## config.mk

```make
export PLATFORM = sky130hd
export DESIGN_NAME = rd_ptr_axis
export DESIGN_NICKNAME = d
export VERILOG_FILES = /design/src/rtl/fifo_pkg.sv /design/src/rtl/axis_out_buf.sv /design/src/rtl/rd_ptr_axis.sv
export SDC_FILE = /design/constraint.sdc
export NUM_CORES = 1
export LEC_CHECK = 0
export BUFFER_PORTS_ARGS = -buffer_cell sky130_fd_sc_hd__buf_2
export CAP_MARGIN = 20
export CORE_MARGIN = 2
export CORE_UTILIZATION = 35
export DETAILED_ROUTE_END_ITERATION = 8
export HOLD_SLACK_MARGIN = 0.1
export PLACE_DENSITY = 0.58
export SLEW_MARGIN = 20
export SYNTH_ARGS = -nofsm -noshare
export SYNTH_HDL_FRONTEND = slang
export SYNTH_HIERARCHICAL = 1
export SYNTH_SLANG_ARGS = --single-unit
export TNS_END_PERCENT = 20
```

## constraint.sdc

```tcl
create_clock -name clk -period 2.4 [get_ports clk]
set_clock_uncertainty 0.15 [all_clocks]
set_input_delay 0.24 -clock clk [delete_from_list [all_inputs] [get_ports clk]]
set_output_delay 0.24 -clock clk [all_outputs]
set_load 0.01 [all_outputs]
```

## src/rtl/fifo_pkg.sv

```systemverilog
// rtl/fifo_pkg.sv - shared FIFO widths, pointer types and pointer-empty compare
package fifo_pkg;

    localparam int FIFO_ALEN = 8;
    localparam int FIFO_DLEN = 8;
    localparam int FIFO_INCR = 1;

    typedef logic [FIFO_ALEN:0]   ptr_t;
    typedef logic [FIFO_ALEN-1:0] addr_t;
    typedef logic [FIFO_DLEN-1:0] data_t;

    // Full-width compare: the extra MSB separates "empty" from "full" at equal addresses.
    function automatic logic ptr_empty(input ptr_t rptr, input ptr_t wptr);
        return (rptr == wptr);
    endfunction

endpackage

```

## src/rtl/axis_out_buf.sv

```systemverilog
// rtl/axis_out_buf.sv - 2-entry AXI-stream output buffer fed by RAM read data
module axis_out_buf #(
    parameter int DLEN = 8
) (
    input  logic            clk,
    input  logic            rstn,
    input  logic            i_wen,
    input  logic [DLEN-1:0] i_wdata,
    input  logic            i_tready,
    output logic            o_tvalid,
    output logic [DLEN-1:0] o_tdata,
    output logic [1:0]      o_cnt
);

    logic [DLEN-1:0] head;
    logic [DLEN-1:0] tail;
    logic [1:0]      cnt;
    logic            pop;

    assign pop      = o_tvalid & i_tready;
    assign o_tvalid = (cnt != 2'd0);
    assign o_tdata  = head;
    assign o_cnt    = cnt;

    // Head only changes when it is empty or being popped, which keeps tdata stable under backpressure.
    always_ff @(posedge clk or negedge rstn) begin
        if (!rstn) begin
            head <= '0;
            tail <= '0;
            cnt  <= 2'd0;
        end else begin
            case ({i_wen, pop})
                2'b10: begin
                    if (cnt == 2'd0) head <= i_wdata;
                    else             tail <= i_wdata;
                end
                2'b01: begin
                    if (cnt == 2'd2) head <= tail;
                end
                2'b11: begin
                    if (cnt == 2'd2) begin
                        head <= tail;
                        tail <= i_wdata;
                    end else begin
                        head <= i_wdata;
                    end
                end
                default: ;
            endcase
            cnt <= cnt + {1'b0, i_wen} - {1'b0, pop};
        end
    end

    always_ff @(posedge clk) begin
        if (rstn) begin
            assert (!(i_wen && !pop && (cnt == 2'd2)));
        end
    end

endmodule

```

## src/rtl/rd_ptr_axis.sv

```systemverilog
// rtl/rd_ptr_axis.sv - FIFO read pointer, empty detect and RAM read issue into an AXI-stream master
module rd_ptr_axis
    import fifo_pkg::*;
#(
    parameter int ALEN = FIFO_ALEN,
    parameter int INCR = FIFO_INCR,
    parameter int DLEN = FIFO_DLEN
) (
    input  logic            clk,
    input  logic            rstn,
    input  logic [ALEN:0]   i_wptr,
    output logic [ALEN:0]   o_rptr,
    output logic            o_rempty,
    output logic [ALEN-1:0] o_raddr,
    output logic            o_ram_ren,
    input  logic [DLEN-1:0] i_ram_rdata,
    output logic            o_tvalid,
    input  logic            i_tready,
    output logic [DLEN-1:0] o_tdata
);

    localparam logic [ALEN:0] INCR_P = (ALEN+1)'(INCR);

    logic [ALEN:0] rptr;
    logic          inflight;
    logic [1:0]    buf_cnt;
    logic [2:0]    occ;
    logic          pop;

    generate
        if (ALEN == FIFO_ALEN) begin : g_pkg_cmp
            assign o_rempty = ptr_empty(rptr, i_wptr);
        end else begin : g_cmp
            assign o_rempty = (rptr == i_wptr);
        end
    endgenerate

    assign pop       = o_tvalid & i_tready;
    assign occ       = {1'b0, buf_cnt} + {2'b0, inflight};
    // A read may be issued into a full buffer only when a pop frees a slot in the same cycle.
    assign o_ram_ren = !o_rempty && ((occ < 3'd2) || pop);
    assign o_rptr    = rptr;
    assign o_raddr   = rptr[ALEN-1:0];

    always_ff @(posedge clk or negedge rstn) begin
        if (!rstn) begin
            rptr     <= '0;
            inflight <= 1'b0;
        end else begin
            inflight <= o_ram_ren;
            if (o_ram_ren) rptr <= rptr + INCR_P;
        end
    end

    axis_out_buf #(
        .DLEN(DLEN)
    ) u_out_buf (
        .clk      (clk),
        .rstn     (rstn),
        .i_wen    (inflight),
        .i_wdata  (i_ram_rdata),
        .i_tready (i_tready),
        .o_tvalid (o_tvalid),
        .o_tdata  (o_tdata),
        .o_cnt    (buf_cnt)
    );

endmodule

```

## After elaboration in Yosys (flattened, before gate mapping)

Index checks and enable logic that the tools add are counted.

| word-level totals | value |
|---|---|
| flip-flop bits (word level) | 28 |

| operators by class | value |
|---|---|
| order comparisons | 1 |
| add/sub/neg operators | 4 |
| reductions and logical operators | 9 |
| bitwise operators | 1 |
| equality and inequality tests | 9 |
| mux-type cells | 7 |

Operators with widths:

| kind | number |
|---|---|
| $mux W8 | 5 |
| $pmux W8 S3 | 1 |
| $pmux W8 S2 | 1 |
| $add A9 B1 Y9 const B | 1 |
| $eq A9 B9 Y1 | 1 |
| $eq A2 B2 Y1 const B | 3 |
| $ne A2 B1 Y1 const B | 3 |
| $reduce_and A3 Y1 | 2 |
| $reduce_bool A2 Y1 | 2 |
| $add A2 B1 Y3 | 1 |
| $lt A3 B2 Y1 const B | 1 |
| $reduce_bool A3 Y1 | 1 |
| $add A2 B1 Y2 | 1 |
| $eq A2 B1 Y1 const B | 1 |
| $logic_not A2 Y1 | 1 |
| $ne A2 B2 Y1 const B | 1 |
| $sub A2 B1 Y2 | 1 |
| $and A1 B1 Y1 | 1 |
| $logic_and A1 B1 Y1 | 1 |
| $logic_not A1 Y1 | 1 |
| $logic_or A1 B1 Y1 | 1 |

## Logic depth before layout (Yosys ltp)

| depth | value |
|---|---|
| word-level depth | 5 |
| mapped depth | 6 |
| mapped depth without buffers | 5 |

## Modules after synthesis

The synthesis kept the hierarchy.

Modules (own cells, without submodules):

| module | times used | area each (µm²) | cells each |
|---|---|---|---|
| axis_out_buf | 1 | 830.8 | 71 |
| rd_ptr_axis | 1 | 700.7 | 65 |

## Worst setup path before layout

No wires, ideal clock.

| path | value |
|---|---|
| kind | reg-to-reg |
| start | reg rptr[5], in the netlist o_rptr[5] |
| end | reg rptr[1], in the netlist o_rptr[1] |
| path slack | 0.478 ns |
| cell stages (with the launch flop) | 5 |
| data required time | 2.125 ns |
| setup time | 0.125 ns |
| path buffers | 0 |
| arrival time | 1.647 ns |
| cells stage by stage | dfrtp_1 -> xor2_1 -> nor4_4 -> a31oi_4 -> mux2_4 |

| between the ends | value |
|---|---|
| word-level cells in the longest chain between the ends | 3 |

RTL lines:

| what | line | source |
|---|---|---|
| start: declaration | rd_ptr_axis.sv:24 | `logic [ALEN:0] rptr;` |
| start signal: assignment | rd_ptr_axis.sv:51 | `if (o_ram_ren) rptr <= rptr + INCR_P;` |
| $eq A9 B9 Y1 | fifo_pkg.sv:14 | `return (rptr == wptr);` |
| $logic_not A1 Y1 | rd_ptr_axis.sv:41 | `assign o_ram_ren = !o_rempty && ((occ < 3'd2) \|\| pop);` |
| $logic_and A1 B1 Y1 | rd_ptr_axis.sv:41 |  |
| net o_ram_ren | rd_ptr_axis.sv:15 | `output logic o_ram_ren,` |

The timed path passes the listed nets, and every way through them passes these cells.
A chain may end at the register's enable or synchronous reset.

## Worst setup path in the final report

| path | value |
|---|---|
| start | reg rptr[2], in the netlist o_rptr[2] |
| end | out o_ram_ren |

| between the ends | value |
|---|---|
| word-level cells in the longest chain between the ends | 3 |

RTL lines:

| what | line |
|---|---|
| $eq A9 B9 Y1 | fifo_pkg.sv:14 |
| $logic_not A1 Y1 | rd_ptr_axis.sv:41 |
| $logic_and A1 B1 Y1 | rd_ptr_axis.sv:41 |
| end: declaration | rd_ptr_axis.sv:15 |

Every way passes these cells.

==> flow_metrics.tcl <==
set metrics [dict create \
    p_sw_w 0.0009898 \
    placementRows 24 \
    die_area_um2 4921 \
    rsz0062_at_grt "false" \
    cts_buffers 3 \
    clk_pin_slew_ps 90 \
    power_density_nw_per_um2 1251 \
    ctsLongestPathBuffers 2 \
    core-area_um2 4294 \
    layout.cells.non_filler 244 \
    path_max_fanout 6 \
    critPathRequiredTime_ps 2010 \
    die_h_um 70.15 \
    fmax_mhz 457.7 \
    hold_violations 0 \
    synth_xor_area_frac 0.09150 \
    layout.nets 215 \
    power.leakage_nw 0.9869 \
    arrival_ps 1790 \
    viasPerCell 5.025 \
    crit_path_end_kind "output port" \
    io_buffers 47 \
    tns_ps 0 \
    rrSetupSlack_ps 260 \
    wl_met1_um 1540 \
    final-setup-viol-count 0 \
    cts_tree "done" \
    hp-class "input pin to flip-flop" \
    power_frac_clock 0.152 \
    grt_max_degree 29 \
    netlist_area_um2 1531 \
    synth_top_family_by_area "compound AO/OA/AOI/OAI gates" \
    status "finished, final reports clean" \
    max_slew.worst_pin.slew_ps 626.8 \
    drt-pass1-iter-count 4 \
    synth_seq_area_share 0.4575 \
    final_min_period_over_clock_period 0.9104 \
    grt_pass1_vias 1140 \
    irDropWorstVdd_mv 0.6398 \
    slew_headroom 0.5821 \
    post-route-drc-count 0 \
    vias 1226 \
    syn-num-nets 158 \
    maxCapViolCount 0 \
    antenna_left 0 \
    htreeDepth 1 \
    wl_met2_um 1520 \
    routed_wl_um 3351 \
    syn_area_per_cell_um2 11.26 \
    yosysTopAreaCell "dfrtp_1" \
    dpl.cell_count 227 \
    dieWidth_um 70.15 \
    clk_latency_ps 280 \
    worst-r2r-cell-count 5 \
    cts_sinks 28 \
    r2r-end "o_rptr[8]" \
    wl_per_cell_um 13.73 \
    combPwrFrac 0.473 \
    hold_path.startpoint "i_tready" \
    wl_met3_um 212 \
    cts_resized 0 \
    critPathKind "flip-flop to output port" \
    start_util 0.3566 \
    drive_gt1_frac 0.3906 \
    synth-simple-area-share 0.1242 \
    syn2layout_area_growth_pct 27.94 \
    synth_adder_area_share 0.01634 \
    period_minus_slack_ps 2185 \
    yosys_warnings 6 \
    num_antenna_cells 0 \
    ys_ff_latch 28 \
    grt_overflow 0 \
    holdPathEnd "u_out_buf/o_cnt[1]" \
    synth.distinct_cells 35 \
    gp_congestion 0.8645 \
    swShare 0.4037 \
    clockRootBuffer "clkbuf_8" \
    antenna_found_initial 0 \
    synth.mux.area_fraction 0.07108 \
    synth_compound_area_frac 0.1487 \
    synth.top_cell.area_share 0.4575 \
    highest_layer "met4" \
    grt_pass1_wl_um 5444 \
    power.internal_w 0.001462 \
    first_iter_violations 77 \
    min_path_cells 3 \
    rr_startpoint "u_out_buf/o_cnt[1]" \
    netlist_instances 136 \
    netlist_top_cells_area "dfrtp_1 46%, xor2_1 9.2%, mux2_2 5.1%, a221oi_1 4.6%, inv_1 4.4%" \
    drv_slew 0 \
    ios 48 \
    grt_use_total 0.1384 \
    final_core_util 0.4563 \
    dp_hpwl_um 2394 \
    worstSetupStartpointType "flip-flop" \
    seqPwrFrac 0.375 \
]
-- cells by family after synthesis --
logic type	count (synthesis)
buffers and inverters	27
muxes	9
DFF	28
adders and majority gates	2
AOI/OAI and AO/OA	26
and+or+nand+nor	28
xor gates and xnor gates	16
-- synth_stat cells --
cell type and instances:
inv_1 18, xor2_1 16, or2_2 1, buf_4 8, a31oi_4 1, nor2_2 1, o2111ai_1 1, a21oi_1 1
o31ai_1 1, nor4_4 1, or4_1 2, a221oi_1 8, o211ai_1 2, buf_6 1, nor2_1 9, nor3_2 1
a2111o_1 1, nand3b_4 1, or2_1 1, nand3_4 1, and3_2 1, a31oi_1 1, dfrtp_1 28, mux2_4 2
nand4_1 3, a311oi_1 4, a21boi_0 1, nand3_1 2, and2_1 1, nand2_1 3, a21boi_2 2, o21bai_1 1
mux2_2 7, o21ai_0 2, ha_1 2
-- timing repair --
action,4_1_cts,5_1_grt
setup endpoints to repair,0,2
hold buffers,9,0
setup buffers,0,4
hold endpoints to repair,44,0
-- worst max-delay path by stage --
stage	startpoint	end	slack (ps)	cells after the start
final	o_rptr[2]	o_ram_ren	220	5
after global routing	u_out_buf/o_cnt[1]	o_ram_ren	100	5
after CTS	o_rptr[8]	o_rempty	70	4
after detailed placement	u_out_buf/o_cnt[1]	o_rptr[8]	290	5
after global placement	u_out_buf/o_cnt[1]	o_rptr[8]	380	5
after floorplan	o_rptr[5]	o_rptr[1]	480	4
-- cells in the final DEF, fill, tap and decap left out, drive strengths merged --
cell         instances
nand4                3
buf                 52
inv                 18
nand3                3
dlygate4sd3          9
nand2                3
ha                   2
dfrtp               28
nor4                 1
o211ai               2
a2111o               1
nor3                 1
o31ai                1
o21ai                2
xor2                16
or4                  2
nor2                10
o2111ai              1
mux2                 9
or2                  2
a21oi                1
bufinv               1
o21bai               1
a221oi               8
nand3b               1
a311oi               4
a21boi               3
and2                 1
a31oi                2
and3                 1
clkbuf               3
-- through the flow --
stage / power, W / instance area [um^2] / hold WS (ps) / setup WS, ps
floorplan: 0.001752 / 1531 / -205.6 / 477.6
global placement: 0.002028 / 1768 / 141.5 / 384.8
detailed placement: 0.002068 / 1768 / 154.3 / 286.5
CTS: 0.002463 / 1929 / 222.1 / 72.40
global route: 0.002635 / 1959 / 263.1 / 99.34
finish: 0.002452 / 1959 / 232.0 / 215.1
-- sequential cells by signal, summed over array words and instances (netlist names) --
signal / flops
inflight: 1
o_rptr: 9
u_out_buf/o_cnt: 2
u_out_buf/o_tdata: 8
u_out_buf/tail: 8
-- power groups by stage --
stage | combinational, W | sequential (W) | clock [W]
after CTS | 0.00115 | 0.000922 | 0.000389
final | 0.00116 | 0.000919 | 0.000374
after global placement | 0.00111 | 0.000914 | 0
after floorplan | 0.000806 | 0.000947 | 0
after global routing | 0.00127 | 0.000957 | 0.000408
after detailed placement | 0.00114 | 0.000931 | 0
-- layer usage --
metal / up-vias / track usage
li1: 588 / -
met1: 577 / 0.1952
met2: 51 / 0.2095
met3: 10 / 0.02886
met4: 0 / 0.05128
met5: - / 0
-- worst max-delay path, stage by stage, from the launching register on --
cell	delay (ps)
dfrtp_1	470
xor2_1	220
nor4_4	320
buf_4	200
a31oi_4	120
buf_2	190
-- final cells by class --
type,count,area (um^2)
flip-flops and latches,28,700.7
well taps,52,65.06
fillers,407,2335
clock inverters,1,30.03
multi-input cells,81,691.9
repair buffers,61,362.8
inverters,18,67.56
clock buffers,3,41.29
Power figures use the tool's default switching activity.
